==> src/rtl/id_ex_stage.sv <==
module id_ex_stage #(
  parameter int WIDTH = 32,
  parameter int RA_W  = 5,
  parameter int CNT_W = 16
) (
  input  logic             clk,
  input  logic             rst_n,
  input  logic [5:0]       opcode_id,
  input  logic             mem_read_id,
  input  logic             mem_write_id,
  input  logic             mem_to_reg_id,
  input  logic             reg_dst_id,
  input  logic             reg_write_id,
  input  logic [1:0]       alu_op_id,
  input  logic [1:0]       alu_src_id,
  input  logic             flush,
  input  logic [WIDTH-1:0] pc_plus4_id,
  input  logic [WIDTH-1:0] rs_data_id,
  input  logic [WIDTH-1:0] rt_data_id,
  input  logic [WIDTH-1:0] imm_id,
  input  logic [RA_W-1:0]  rs_id,
  input  logic [RA_W-1:0]  rt_id,
  input  logic [RA_W-1:0]  rd_id,
  input  logic [5:0]       funct_id,
  input  logic             mem_read_mem,
  input  logic [RA_W-1:0]  dst_mem,
  output logic             stall,
  output logic             pc_write,
  output logic             if_id_write,
  output logic             mem_read_ex,
  output logic             mem_write_ex,
  output logic             mem_to_reg_ex,
  output logic             reg_dst_ex,
  output logic             reg_write_ex,
  output logic [1:0]       alu_op_ex,
  output logic [1:0]       alu_src_ex,
  output logic [WIDTH-1:0] pc_plus4_ex,
  output logic [WIDTH-1:0] rs_data_ex,
  output logic [WIDTH-1:0] rt_data_ex,
  output logic [WIDTH-1:0] imm_ex,
  output logic [RA_W-1:0]  rs_ex,
  output logic [RA_W-1:0]  rt_ex,
  output logic [RA_W-1:0]  rd_ex,
  output logic [5:0]       funct_ex,
  output logic [RA_W-1:0]  dst_ex,
  output logic             valid_ex,
  output logic [CNT_W-1:0] stall_count
);
  // ID/EX pipeline register with load-use and
  // ID-branch hazard detection.

  localparam logic [5:0] OP_R    = 6'd0;
  localparam logic [5:0] OP_ADDI = 6'd1;
  localparam logic [5:0] OP_SLTI = 6'd2;
  localparam logic [5:0] OP_LW   = 6'd3;
  localparam logic [5:0] OP_SW   = 6'd4;
  localparam logic [5:0] OP_BEQ  = 6'd5;
  localparam logic [5:0] OP_JR   = 6'd7;

  typedef struct packed {
    logic             mem_read;
    logic             mem_write;
    logic             mem_to_reg;
    logic             reg_dst;
    logic             reg_write;
    logic [1:0]       alu_op;
    logic [1:0]       alu_src;
    logic [WIDTH-1:0] pc_plus4;
    logic [WIDTH-1:0] rs_data;
    logic [WIDTH-1:0] rt_data;
    logic [WIDTH-1:0] imm;
    logic [RA_W-1:0]  rs;
    logic [RA_W-1:0]  rt;
    logic [RA_W-1:0]  rd;
    logic [5:0]       funct;
    logic [RA_W-1:0]  dst;
    logic             valid;
  } ex_t;

  ex_t              ex_d, ex_q;
  logic [CNT_W-1:0] cnt_d, cnt_q;
  logic             uses_rs, uses_rt, id_res;
  logic             m_ex, m_mem;
  logic             hz_lu, hz_br, hz_bl;

  // Decode which sources the ID instruction reads.
  always_comb begin
    uses_rs = 1'b0;
    uses_rt = 1'b0;
    id_res  = 1'b0;
    unique case (opcode_id)
      OP_R:    begin uses_rs = 1'b1; uses_rt = 1'b1; end
      OP_ADDI: uses_rs = 1'b1;
      OP_SLTI: uses_rs = 1'b1;
      OP_LW:   uses_rs = 1'b1;
      OP_SW:   begin uses_rs = 1'b1; uses_rt = 1'b1; end
      OP_BEQ:  begin
        uses_rs = 1'b1;
        uses_rt = 1'b1;
        id_res  = 1'b1;
      end
      OP_JR:   begin uses_rs = 1'b1; id_res = 1'b1; end
      default: ;
    endcase
  end

  function automatic logic match(
    input logic [RA_W-1:0] x,
    input logic [RA_W-1:0] rs,
    input logic [RA_W-1:0] rt,
    input logic            urs,
    input logic            urt
  );
    return (x != '0) &&
           ((x == rs && urs) || (x == rt && urt));
  endfunction

  // Hazard detection; independent of flush.
  always_comb begin
    m_ex  = match(ex_q.dst, rs_id, rt_id,
                  uses_rs, uses_rt);
    m_mem = match(dst_mem, rs_id, rt_id,
                  uses_rs, uses_rt);
    hz_lu = ex_q.valid && ex_q.mem_read && m_ex;
    hz_br = id_res && ex_q.valid &&
            ex_q.reg_write && m_ex;
    hz_bl = id_res && mem_read_mem && m_mem;
    stall = hz_lu || hz_br || hz_bl;
  end

  assign pc_write    = ~stall;
  assign if_id_write = ~stall;

  // Next EX state: capture ID, bubble on flush or stall.
  always_comb begin
    ex_d.mem_read   = mem_read_id;
    ex_d.mem_write  = mem_write_id;
    ex_d.mem_to_reg = mem_to_reg_id;
    ex_d.reg_dst    = reg_dst_id;
    ex_d.reg_write  = reg_write_id;
    ex_d.alu_op     = alu_op_id;
    ex_d.alu_src    = alu_src_id;
    ex_d.pc_plus4   = pc_plus4_id;
    ex_d.rs_data    = rs_data_id;
    ex_d.rt_data    = rt_data_id;
    ex_d.imm        = imm_id;
    ex_d.rs         = rs_id;
    ex_d.rt         = rt_id;
    ex_d.rd         = rd_id;
    ex_d.funct      = funct_id;
    ex_d.dst        = reg_dst_id ? rd_id : rt_id;
    ex_d.valid      = 1'b1;
    if (flush || stall) begin
      ex_d.mem_read   = 1'b0;
      ex_d.mem_write  = 1'b0;
      ex_d.mem_to_reg = 1'b0;
      ex_d.reg_dst    = 1'b0;
      ex_d.reg_write  = 1'b0;
      ex_d.alu_op     = 2'b00;
      ex_d.alu_src    = 2'b00;
      ex_d.valid      = 1'b0;
    end
  end

  // Saturating stall counter next state.
  always_comb begin
    cnt_d = cnt_q;
    if (stall && !flush && cnt_q != '1)
      cnt_d = cnt_q + 1'b1;
  end

  // EX register and counter.
  always_ff @(posedge clk or negedge rst_n) begin
    if (!rst_n) begin
      ex_q  <= '0;
      cnt_q <= '0;
    end else begin
      ex_q  <= ex_d;
      cnt_q <= cnt_d;
    end
  end

  assign mem_read_ex   = ex_q.mem_read;
  assign mem_write_ex  = ex_q.mem_write;
  assign mem_to_reg_ex = ex_q.mem_to_reg;
  assign reg_dst_ex    = ex_q.reg_dst;
  assign reg_write_ex  = ex_q.reg_write;
  assign alu_op_ex     = ex_q.alu_op;
  assign alu_src_ex    = ex_q.alu_src;
  assign pc_plus4_ex   = ex_q.pc_plus4;
  assign rs_data_ex    = ex_q.rs_data;
  assign rt_data_ex    = ex_q.rt_data;
  assign imm_ex        = ex_q.imm;
  assign rs_ex         = ex_q.rs;
  assign rt_ex         = ex_q.rt;
  assign rd_ex         = ex_q.rd;
  assign funct_ex      = ex_q.funct;
  assign dst_ex        = ex_q.dst;
  assign valid_ex      = ex_q.valid;
  assign stall_count   = cnt_q;

endmodule
==> config.mk <==
export PLATFORM = sky130hd
export DESIGN_NAME = id_ex_stage
export DESIGN_NICKNAME = d
export VERILOG_FILES = /design/src/rtl/id_ex_stage.sv
export SDC_FILE = /design/constraint.sdc
export NUM_CORES = 1
export LEC_CHECK = 0
export CORE_AREA = 2 2 137 139
export DETAILED_ROUTE_END_ITERATION = 12
export DIE_AREA = 0 0 139 141
export MAX_ROUTING_LAYER = met4
export PLACE_DENSITY = 0.69
export SYNTH_ARGS = -nofsm -noshare
export SYNTH_HDL_FRONTEND = slang
export SYNTH_SLANG_ARGS = --single-unit
==> constraint.sdc <==
create_clock -name clk -period 3.7 [get_ports clk]
set_clock_uncertainty 0.15 [all_clocks]
set_input_delay 0.37 -clock clk [delete_from_list [all_inputs] [get_ports clk]]
set_output_delay 0.37 -clock clk [all_outputs]
set_load 0.01 [all_outputs]
## Yosys cells after proc, flatten, opt, wreduce, memory -nomap -nowiden

Index checks and enable logic that the tools add are counted.

| cells by class | value |
|---|---|
| add/sub/neg operators | 1 |
| multipliers | 0 |
| divide/modulo/power cells | 0 |
| order comparisons | 0 |
| equality and inequality tests | 11 |
| shifts and indexed selects | 0 |
| muxes and demuxes | 6 |
| bitwise gates (word level) | 1 |
| reductions and logical operators | 27 |

Operator list:

| operator | count |
|---|---|
| $eq 5x5->1 | 4 |
| $eq 6x3->1 const B | 3 |
| $add 16x1->16 const B | 1 |
| $ne 16x16->1 const B | 1 |
| $logic_and 1x1->1 | 15 |
| $eq 6x2->1 const B | 2 |
| $reduce_bool 5->1 | 2 |
| $mux 9 | 1 |
| $reduce_or 7->1 | 1 |
| $eq 6x1->1 const B | 1 |
| $logic_not 6->1 | 1 |
| $logic_or 1x1->1 | 5 |
| $mux 5 | 1 |
| $mux 1 | 4 |
| $reduce_or 3->1 | 1 |
| $reduce_or 2->1 | 1 |
| $logic_not 1->1 | 1 |
| $not 1->1 | 1 |

| word-level totals | value |
|---|---|
| bits in registers | 180 |
| latch bits | 0 |
| bits in writable memories | 0 |
| memory bits (read-only) | 0 |
| input port bits | 173 |
| output and inout port bits | 183 |
| word-level logic and storage cells | 64 |
| memories | 0 |

## Longest topological paths before layout

Gate-level depths: netlist (run 1).

| logic depth | value |
|---|---|
| depth after elaboration | 11 |
| depth in mapped cells | 9 |
| mapped depth without buffers | 7 |

## Worst setup path before layout (run 1)

Ideal clock, no wire load.

| timing path | value |
|---|---|
| path kind | register to output |
| start | register ex_q, in the netlist dst_ex[0] |
| end | output port pc_write |
| arrival | 1.860 ns |
| required time | 3.180 ns |
| path slack | 1.320 ns |
| stages on the path, launching flop included | 9 |
| path buffers | 3 |
| path through | dfrtp_1 > or4_1 > o21ai_1 > nor2_1 > a22o_1 > buf_6 > buf_6 > inv_1 > buf_4 |

| on the way | value |
|---|---|
| cells in the longest elaborated chain, start to end | 8 |
| elaborated cells between the ends (all ways) | 12 |
| classes of those cells | eq/ne (2); bitwise (1); reduce/logical (9) |

RTL lines:

| what | RTL line | source |
|---|---|---|
| start: declaration | 80 | `ex_t ex_d, ex_q;` |
| start signal: assignment | 175 | `ex_q <= '0;` |
| start signal: assignment | 178 | `ex_q <= ex_d;` |
| $eq 5x5->1 | 115 | `((x == rs && urs) \|\| (x == rt && urt));` |
| $logic_and 1x1->1 | 115 |  |
| $logic_or 1x1->1 | 115 |  |
| $logic_and 1x1->1 * | 114 | `return (x != '0) &&` |
| $logic_and 1x1->1 (on tied branches) | 124, 126 |  |
| $logic_or 1x1->1 * (2 in a row) | 128 | `stall = hz_lu \|\| hz_br \|\| hz_bl;` |
| via stall | 27 | `output logic stall,` |
| $not 1->1 * | -- |  |
| end: declaration | 28 | `output logic pc_write,` |

Mark *: on every way through the listed nets, which the timed path passes. The rest lies on a longest branch.

## Worst setup path after layout (run 1)

| timing path | value |
|---|---|
| start | register ex_q, in the netlist dst_ex[0] |
| end | output port pc_write |

| on the way | value |
|---|---|
| cells in the longest elaborated chain, start to end | 8 |
| elaborated cells between the ends (all ways) | 12 |
| classes of those cells | eq/ne (2); bitwise (1); reduce/logical (9) |

RTL lines:

| what | RTL line | source |
|---|---|---|
| $eq 5x5->1 | 115 |  |
| $logic_and 1x1->1 | 115 |  |
| $logic_or 1x1->1 | 115 |  |
| $logic_and 1x1->1 * | 114 |  |
| $logic_and 1x1->1 (on tied branches) | 124, 126 |  |
| $logic_or 1x1->1 * (2 in a row) | 128 |  |
| $not 1->1 * | 131 | `assign pc_write = ~stall;` |

Every way passes the cells marked *; elsewhere a longest branch is shown, timed or not.

==> results of run 1 <==
metrics by stage:
stage | power [mW] | util [%] | hold slack (ns) | area (sq um) | instances
after CTS | 4.48 | 53.9 | 0.205 | 9840 | 922
after detailed placement | 2.67 | 50.6 | 0.314 | 9240 | 890
after floorplan | 2.22 | - | -0.0756 | 5380 | 300
after global routing | 4.61 | 53.9 | 0.203 | 9840 | 923
final | 4.42 | 53.9 | 0.227 | 9840 | 923
after global placement | 2.66 | 50.6 | 0.296 | 9240 | 890
per-layer routing:
layer  up-vias  GRT usage (%)  part of all wire, %
met1      1907           19.4                   37
met3        25           6.52                  8.1
met4         0           6.11                  2.0
met2       209           30.3                   52
met5         -              -                    0
li1       1740              -                    -
state kept, by name (all words and copies together) (netlist names), 5 cells and up:
name         count
rd_ex            5
pc_plus4_ex     32
rs_ex            5
funct_ex         6
rs_data_ex      32
stall_count     16
imm_ex          32
dst_ex           5
rt_ex            5
rt_data_ex      32
placed cells by master (no fill, tap or decap), drive strengths merged, types with 5 or more instances in the layout:
cell           count
clkbuf            17
clkdlybuf4s50    354
buf                6
and2               9
and3               5
clkinv             6
dfrtp            180
inv               11
nand3             11
nand2              7
nor2               8
xnor2             24
xor2              10
nand4             10
mux2               6
nor3               6
worst min path at each step:
stage                     depth (start not counted)      startpoint                     endpoint  slack [ns]
after detailed placement                          1           rst_n   stall_count[0]$_DFFE_PN0P_        0.31
final                                             1      imm_id[17]         imm_ex[17]$_DFF_PN0_        0.23
after CTS                                         1  rt_data_id[14]     rt_data_ex[14]$_DFF_PN0_        0.20
after global placement                            1           rst_n  stall_count[15]$_DFFE_PN0P_        0.30
after floorplan                                   0           rst_n       alu_op_ex[0]$_DFF_PN0_       -0.08
after global routing                              1      imm_id[17]         imm_ex[17]$_DFF_PN0_        0.20
timing repair:
action	4_1_cts	5_1_grt
endpoints found under the hold margin	75	0
buffers inserted	0	0
hold buffers	1	0
where the power goes:
| part | switching (mW) | leakage (nW) | internal, mW | total (mW) |
|---|---|---|---|---|
| logic | 0.191 | 1.67 | 0.341 | 0.532 |
| clock network | 0.830 | 0.287 | 0.962 | 1.79 |
| registers | 0.0345 | 2.15 | 2.06 | 2.09 |
| total | 1.06 | 4.10 | 3.36 | 4.42 |
cells by family (layout without fill, tap and decap cells):
kind of cell / Yosys count / in the layout / synth area share, %
AND/OR/NAND/NOR: 61 / 61 / 7.03
flip-flops: 180 / 180 / 83.8
adder cells (fa/ha/maj): 1 / 1 / 0.233
buffers and inverters: 9 / 397 / 1.00
AO/OA/AOI/OAI: 9 / 9 / 1.14
XOR/XNOR: 34 / 34 / 5.54
multiplexers: 6 / 6 / 1.26
other: 0 / 1 / 0
layout make-up:
cell class	count	area share, %
Antenna cell	1	0.0254
Clock inverter	14	1.70
Timing Repair Buffer	361	36.7
Inverter	5	0.191
Sequential cell	180	45.8
Clock buffer	17	4.32
Multi-Input combinational cell	111	8.30
Tap cell	234	2.97
==> flow_metrics.py, run 1 <==
metrics = {
    "run_status": {
        "status": "completed",
    },
    "finish": {
        "nets": 850,
        "synthToLayoutAreaGrowth_pct": 83.1,
        "multiInputGateArea_sq_um": 817,
        "nFillCells": 1506,
        "drive_gt1_share_pct": 7.56,
        "seq_area_sq_mm": 0.00450,
    },
    "global_route": {
        "antenna_found_initial": 1,
        "grt_usage_pct": 17.8,
        "grt_pass1_vias": 4151,
        "grt_pass1_wl_microns": 25300,
        "grt.overflow.total": 0,
        "grt_max_degree": 79,
    },
    "job": {
        "drv_cap": 0,
    },
    "worst_setup_path": {
        "rr_worst_depth": 7,
        "worst-path-stages": 6,
        "r2r_start": "dst_ex[0]$_DFF_PN0_",
        "crit_path_start": "dst_ex[0]$_DFF_PN0_",
        "slowest_delay_ns": 0.54,
        "cp_num_buf_inv": 2,
        "cp_cell_sequence": "or4_1 > o21ai_1 > nor2_1 > a22o_1 > inv_1 > clkdlybuf4s50_1",
        "cp.required_ns": 3.18,
        "crit_family": "buffers and inverters",
        "start_kind": "flop",
        "end_kind": "output pin",
        "cp_max_fo": 4,
        "reg2reg_to": "stall_count[1]$_DFFE_PN0P_",
        "endpoint": "pc_write",
        "r2r_setup_slack_ns": 1.28,
        "slowest_stage": "clkdlybuf4s50_1",
        "critPathArrivalTime_ns": 2.55,
        "criticalPathCategory": "reg2out",
    },
    "detailed_routing": {
        "wirelength_microns": 17000,
        "detail-route-antenna-nets": 0,
        "drcViolationCount": 0,
        "wire_per_inst_microns": 18.4,
        "vias": 3881,
        "first_pass_iters": 4,
        "via_per_inst": 4.20,
        "drt-initial-drc-count": 132,
    },
    "synthesis": {
        "async_flop_share_pct": 100,
        "netlist_area_sq_mm": 0.00538,
        "synth_area_leaders": "dfrtp_1 (84%), xnor2_1 (3.9%), xor2_1 (1.6%)",
        "synth_nets": 474,
        "synthTopCellsByCount": "dfrtp_1 (180), xnor2_1 (24), nand4_1 (10), xor2_1 (10), and2_1 (9)",
        "syn_inst": 300,
        "synth_edf_count": 0,
        "synth_most_common_cell": "dfrtp_1",
        "synth_top_area_share_pct": 83.8,
        "ys.flop_type": "dfrtp_1",
        "synth.largest_area_cell": "dfrtp_1",
        "ys_seq_elements": 180,
        "syn_area_per_cell_sq_um": 17.9,
        "ys_types": 33,
        "yosys_warnings": 0,
        "seq_area_frac_synth_pct": 83.8,
    },
    "timing": {
        "setup_slack_ns": 0.628,
        "final.min_clock_period_ns": 3.07,
        "period_share_pct": 83.0,
        "setup_tns_ns": 0,
        "drv_slew": 0,
        "rsz0062_at_grt": "false",
        "max_slew.worst_pin.slew_ns": 0.719,
        "fmax_ghz": 0.325,
        "relSlewSlack_pct": 52.1,
        "hold_viol": 0,
        "setup_viol": 0,
    },
    "clock_network": {
        "numCtsBuffers": 17,
        "clock-sinks": 180,
        "cts.clk_slew.worst_paths_ns": 0.07,
        "cts_resized": 0,
        "clock_latency_ns": 0.43,
        "cts.path.max_buffers": 2,
        "cts_tree": "yes",
        "cts_root_buf": "clkbuf_16",
        "h-tree-depth": 4,
    },
    "power": {
        "vdd_drop_max_v": 0.000299,
        "p_per_area_mw_per_mm2": 449,
        "leakage_nw": 4.10,
    },
    "die": {
        "die_y_microns": 141,
        "io_pins": 356,
        "coreArea_sq_mm": 0.0183,
        "dieArea_sq_mm": 0.0196,
        "rows": 50,
        "start_util_pct": 29.4,
        "die_w_microns": 139,
    },
    "placement": {
        "io_buffers": 355,
        "place_congestion": 0.897,
        "hpwl_microns": 13300,
        "pre_cts_slack_ns": 0.726,
    },
    "worst_hold_path": {
        "hold_path.class": "in2reg",
    },
}
(Power assumes the default switching activity.)
==> run 2, diff against run 1 <==
- clock period: 3.7 -> 3 ns (I/O delays scaled with it)
==> flow_metrics.py, run 2 (synthesis results as in run 1) <==
metrics = {
    "detailed_routing": {
        "detail-route-antenna-nets": 0,
        "wirelength_microns": 16800,
        "via_per_inst": 4.27,
        "drcViolationCount": 0,
        "vias": 3968,
        "first_pass_iters": 4,
        "wire_per_inst_microns": 18.1,
        "drt-initial-drc-count": 86,
    },
    "global_route": {
        "grt.overflow.total": 0,
        "grt_usage_pct": 17.7,
        "antenna_found_initial": 1,
        "grt_max_degree": 82,
        "grt_pass1_wl_microns": 25300,
        "grt_pass1_vias": 4284,
    },
    "timing": {
        "relSlewSlack_pct": 64.3,
        "period_share_pct": 93.6,
        "max_slew.worst_pin.slew_ns": 0.536,
        "setup_tns_ns": 0,
        "drv_slew": 0,
        "hold_viol": 0,
        "rsz0062_at_grt": "false",
        "setup_viol": 0,
        "fmax_ghz": 0.356,
        "final.min_clock_period_ns": 2.81,
    },
    "worst_setup_path": {
        "start_kind": "flop",
        "cp.required_ns": 2.55,
        "critPathArrivalTime_ns": 2.36,
        "reg2reg_to": "stall_count[1]$_DFFE_PN0P_",
        "cp_max_fo": 4,
        "rr_worst_depth": 7,
        "r2r_setup_slack_ns": 0.65,
        "criticalPathCategory": "reg2out",
        "end_kind": "output pin",
        "crit_path_start": "dst_ex[1]$_DFF_PN0_",
        "r2r_start": "dst_ex[1]$_DFF_PN0_",
    },
    "placement": {
        "hpwl_microns": 13400,
        "io_buffers": 355,
        "place_congestion": 0.889,
    },
    "finish": {
        "synthToLayoutAreaGrowth_pct": 84.0,
        "nets": 856,
        "drive_gt1_share_pct": 8.78,
        "layout_commonest_cell": "clkdlybuf4s50_1",
        "nFillCells": 1492,
        "final_cell_mix": "clkdlybuf4s50_1 (352), dfrtp_1 (179), xnor2_1 (24)",
    },
    "worst_hold_path": {
        "hold_start": "rs_data_id[28]",
        "holdPathStages": 1,
        "hold_path.class": "in2reg",
        "hold_path_end": "rs_data_ex[28]$_DFF_PN0_",
    },
    "power": {
        "leakage_nw": 4.13,
        "p_per_area_mw_per_mm2": 546,
        "vdd_drop_max_v": 0.000363,
        "finalPower_mw": 5.40,
    },
    "die": {
        "start_util_pct": 29.4,
        "die_w_microns": 139,
        "coreArea_sq_mm": 0.0183,
        "rows": 50,
        "io_pins": 356,
        "die_y_microns": 141,
        "dieArea_sq_mm": 0.0196,
    },
    "job": {
        "drv_cap": 0,
    },
    "clock_network": {
        "cts.path.max_buffers": 2,
        "numCtsBuffers": 17,
        "cts.clk_slew.worst_paths_ns": 0.08,
        "clock_latency_ns": 0.42,
        "cts_root_buf": "clkbuf_16",
        "h-tree-depth": 4,
        "cts_tree": "yes",
        "clock-sinks": 180,
    },
    "run_status": {
        "status": "completed",
    },
}
run 2: cell count changes in the layout (fill, tap and decap cells not counted), sizes merged:
cell,change
clkbuf,+1
clkinv,+1
inv,+1
dlymetal6s2s,+2
buf,+6
bufinv,-1
clkdlybuf4s50,-2
clkinvlp,-1
run 2: metrics by stage:
step	instance area [sq um]	setup WS, ns	instances	hold slack (ns)	utilization, %
2_1_floorplan	5380	0.690	300	-0.146	-
3_3_place_gp	9250	0.197	891	0.152	50.6
3_5_place_dp	9250	0.175	891	0.156	50.6
4_1_cts	9850	0.00539	925	0.135	53.9
5_1_grt	9890	0.0124	930	0.132	54.1
6_report	9890	0.192	930	0.159	54.1
run 2: where the power goes:
group	leakage (nW)	switching, mW	internal (mW)
logic	1.70	0.240	0.428
clock network	0.286	1.03	1.12
registers	2.14	0.0410	2.54
total	4.13	1.32	4.08
run 2: worst max-delay path by stage:
stage,to,cells after the start
final,stall,5
after detailed placement,pc_write,6
after floorplan,pc_write,8
after global routing,stall,7
after global placement,if_id_write,6
after CTS,pc_write,6
run 2: cell type report:
| cell class | count | area, sq um | area share [%] |
|---|---|---|---|
| Clock buffer | 18 | 429 | 4.34 |
| Sequential cell | 180 | 4510 | 45.6 |
| Clock inverter | 14 | 155 | 1.57 |
| Timing Repair Buffer | 367 | 3660 | 37.1 |
| Tap cell | 234 | 293 | 2.96 |
| Antenna cell | 1 | 2.50 | 0.0253 |
| Inverter | 5 | 18.8 | 0.190 |
| Multi-Input combinational cell | 111 | 822 | 8.31 |
run 2: what timing repair did:
action	4_1_cts	5_1_grt
hold endpoints to repair	55	0
buffers inserted	1	4
cloned	0	0
hold buffers	1	0
endpoints found under the setup margin	2	2
gates resized for setup	1	4
run 2: layer usage:
metal	part of all wire, %	GRT usage (%)	up-vias	routed length (microns)
li1	-	-	1758	-
met1	36	19.3	1985	6150
met2	54	30.3	199	9060
met3	7.6	6.45	26	1280
met4	2.1	5.58	0	359
met5	0	-	-	0
run 2: worst max-delay path, cell delays in order, from the launching register on:
cell and delay, ns:
dfrtp_2 0.43, or4_1 0.52, o21ai_2 0.12, nor2_1 0.06, a22o_2 0.30, clkdlybuf4s50_1 0.50
==> run 3, diff against run 2 <==
- TNS_END_PERCENT: default -> 50
==> flow_metrics.py, run 3 (synthesis results as in run 1) <==
metrics = {
    "run_status": {
        "status": "completed",
    },
    "timing": {
        "setup_viol": 0,
        "period_share_pct": 93.9,
        "setup_tns_ns": 0,
        "drv_slew": 0,
        "hold_viol": 0,
        "max_slew.worst_pin.slew_ns": 0.533,
        "rsz0062_at_grt": "false",
        "relSlewSlack_pct": 64.5,
        "hold_ws_ns": 0.158,
        "final.min_clock_period_ns": 2.82,
        "setup_slack_ns": 0.184,
        "fmax_ghz": 0.355,
    },
    "power": {
        "swShare_pct": 24.4,
        "p_per_area_mw_per_mm2": 547,
        "leakage_nw": 4.11,
        "pwr-share-comb_pct": 12.2,
        "finalPower_mw": 5.39,
        "p_clk_share_pct": 39.9,
        "seqPwrFrac_pct": 47.9,
        "vdd_drop_max_v": 0.000363,
        "power.switching_mw": 1.31,
        "internal_power_mw": 4.08,
    },
    "detailed_routing": {
        "drt-initial-drc-count": 86,
        "first_pass_iters": 4,
        "wirelength_microns": 16800,
        "via_per_inst": 4.25,
        "detail-route-antenna-nets": 0,
        "drcViolationCount": 0,
        "vias": 3938,
        "wire_per_inst_microns": 18.1,
    },
    "worst_setup_path": {
        "cp_max_fo": 4,
        "cp.required_ns": 2.55,
        "critPathArrivalTime_ns": 2.37,
        "slowest_stage": "or4_1",
        "rr_worst_depth": 7,
        "r2r_setup_slack_ns": 0.64,
        "start_kind": "flop",
        "reg2reg_to": "stall_count[1]$_DFFE_PN0P_",
        "crit_family": "simple AND/OR/NAND/NOR gates",
        "cp_num_buf_inv": 1,
        "criticalPathCategory": "reg2out",
        "cp_cell_sequence": "or4_1 > o21ai_2 > nor2_1 > a22o_2 > clkdlybuf4s50_1",
        "end_kind": "output pin",
        "r2r_start": "dst_ex[1]$_DFF_PN0_",
        "slowest_delay_ns": 0.53,
    },
    "placement": {
        "io_buffers": 355,
        "hpwl_microns": 13400,
        "pre_cts_slack_ns": 0.175,
        "placed_cell_area_sq_mm": 0.00925,
        "place_congestion": 0.889,
    },
    "global_route": {
        "grt_pass1_wl_microns": 25300,
        "grt.overflow.total": 0,
        "grt_pass1_vias": 4284,
        "grt_usage_pct": 17.7,
        "grt_max_degree": 82,
        "antenna_found_initial": 1,
    },
    "clock_network": {
        "h-tree-depth": 4,
        "clock-sinks": 180,
        "cts.path.max_buffers": 2,
        "cts_root_buf": "clkbuf_16",
        "clock_latency_ns": 0.42,
        "numCtsBuffers": 17,
        "cts.clk_slew.worst_paths_ns": 0.08,
        "cts_tree": "yes",
    },
    "die": {
        "coreArea_sq_mm": 0.0183,
        "start_util_pct": 29.4,
        "dieArea_sq_mm": 0.0196,
        "rows": 50,
        "die_w_microns": 139,
        "die_y_microns": 141,
        "io_pins": 356,
    },
    "worst_hold_path": {
        "hold_start": "rs_data_id[28]",
        "hold_path_end": "rs_data_ex[28]$_DFF_PN0_",
        "hold_path.class": "in2reg",
        "holdPathStages": 1,
    },
    "finish": {
        "synthToLayoutAreaGrowth_pct": 83.4,
        "fin_area_sq_mm": 0.00986,
        "final_cell_mix": "clkdlybuf4s50_1 (352), dfrtp_1 (179), xnor2_1 (24)",
        "nets": 852,
        "drive_gt1_share_pct": 8.25,
        "layout_commonest_cell": "clkdlybuf4s50_1",
    },
    "job": {
        "drv_cap": 0,
    },
}
## run 3: changes by cell type in the layout (fill, tap and decap cells not counted), sizes merged
cell  change
buf       -4
## run 3: layer usage
metal	vias to the layer above	GRT usage, %	wire length [microns]
li1	1749	-	-
met1	1972	19.3	6150
met3	22	6.45	1290
met4	0	5.58	330
met5	-	-	0
met2	195	30.3	9000
## run 3: final cells by class
| class | instances | area [sq um] |
|---|---|---|
| fillers | 1494 | 8410 |
| inverters | 5 | 18.8 |
| repair buffers | 363 | 3630 |
| flip-flops and latches | 180 | 4510 |
| diodes | 1 | 2.50 |
| well taps | 234 | 293 |
| clock inverters | 14 | 155 |
| multi-input cells | 111 | 822 |
| clock buffers | 18 | 429 |
## run 3: power by group through the flow
stage                     Sequential, mW  Clock, mW  Combinational [mW]
final                               2.58       2.15               0.660
after floorplan                     2.69          0              0.0456
after CTS                           2.58       2.22               0.670
after global routing                2.59       2.34               0.701
after detailed placement            2.63          0               0.662
after global placement              2.63          0               0.655
## run 3: worst max path at each step
stage | startpoint | cells past startpoint | slack, ns | to
5_1_grt | dst_ex[0]$_DFF_PN0_ | 7 | 0.04 | stall
3_5_place_dp | dst_mem[1] | 6 | 0.17 | pc_write
2_1_floorplan | dst_ex[0]$_DFF_PN0_ | 8 | 0.69 | pc_write
3_3_place_gp | dst_mem[1] | 6 | 0.20 | if_id_write
4_1_cts | dst_ex[1]$_DFF_PN0_ | 6 | 0.005 | pc_write
6_report | dst_ex[1]$_DFF_PN0_ | 5 | 0.18 | stall
## run 3: through the flow
stage	utilization (%)	cells
global route	54.0	926
CTS	53.9	925
floorplan	-	300
global placement	50.6	891
finish	54.0	926
detailed placement	50.6	891
## run 3: what timing repair did
action / in CTS / in global routing
gates resized for setup: 1 / 4
endpoints found under the setup margin: 2 / 2
setup buffers: 1 / 0
hold endpoints to repair: 55 / 0
hold buffers: 1 / 0
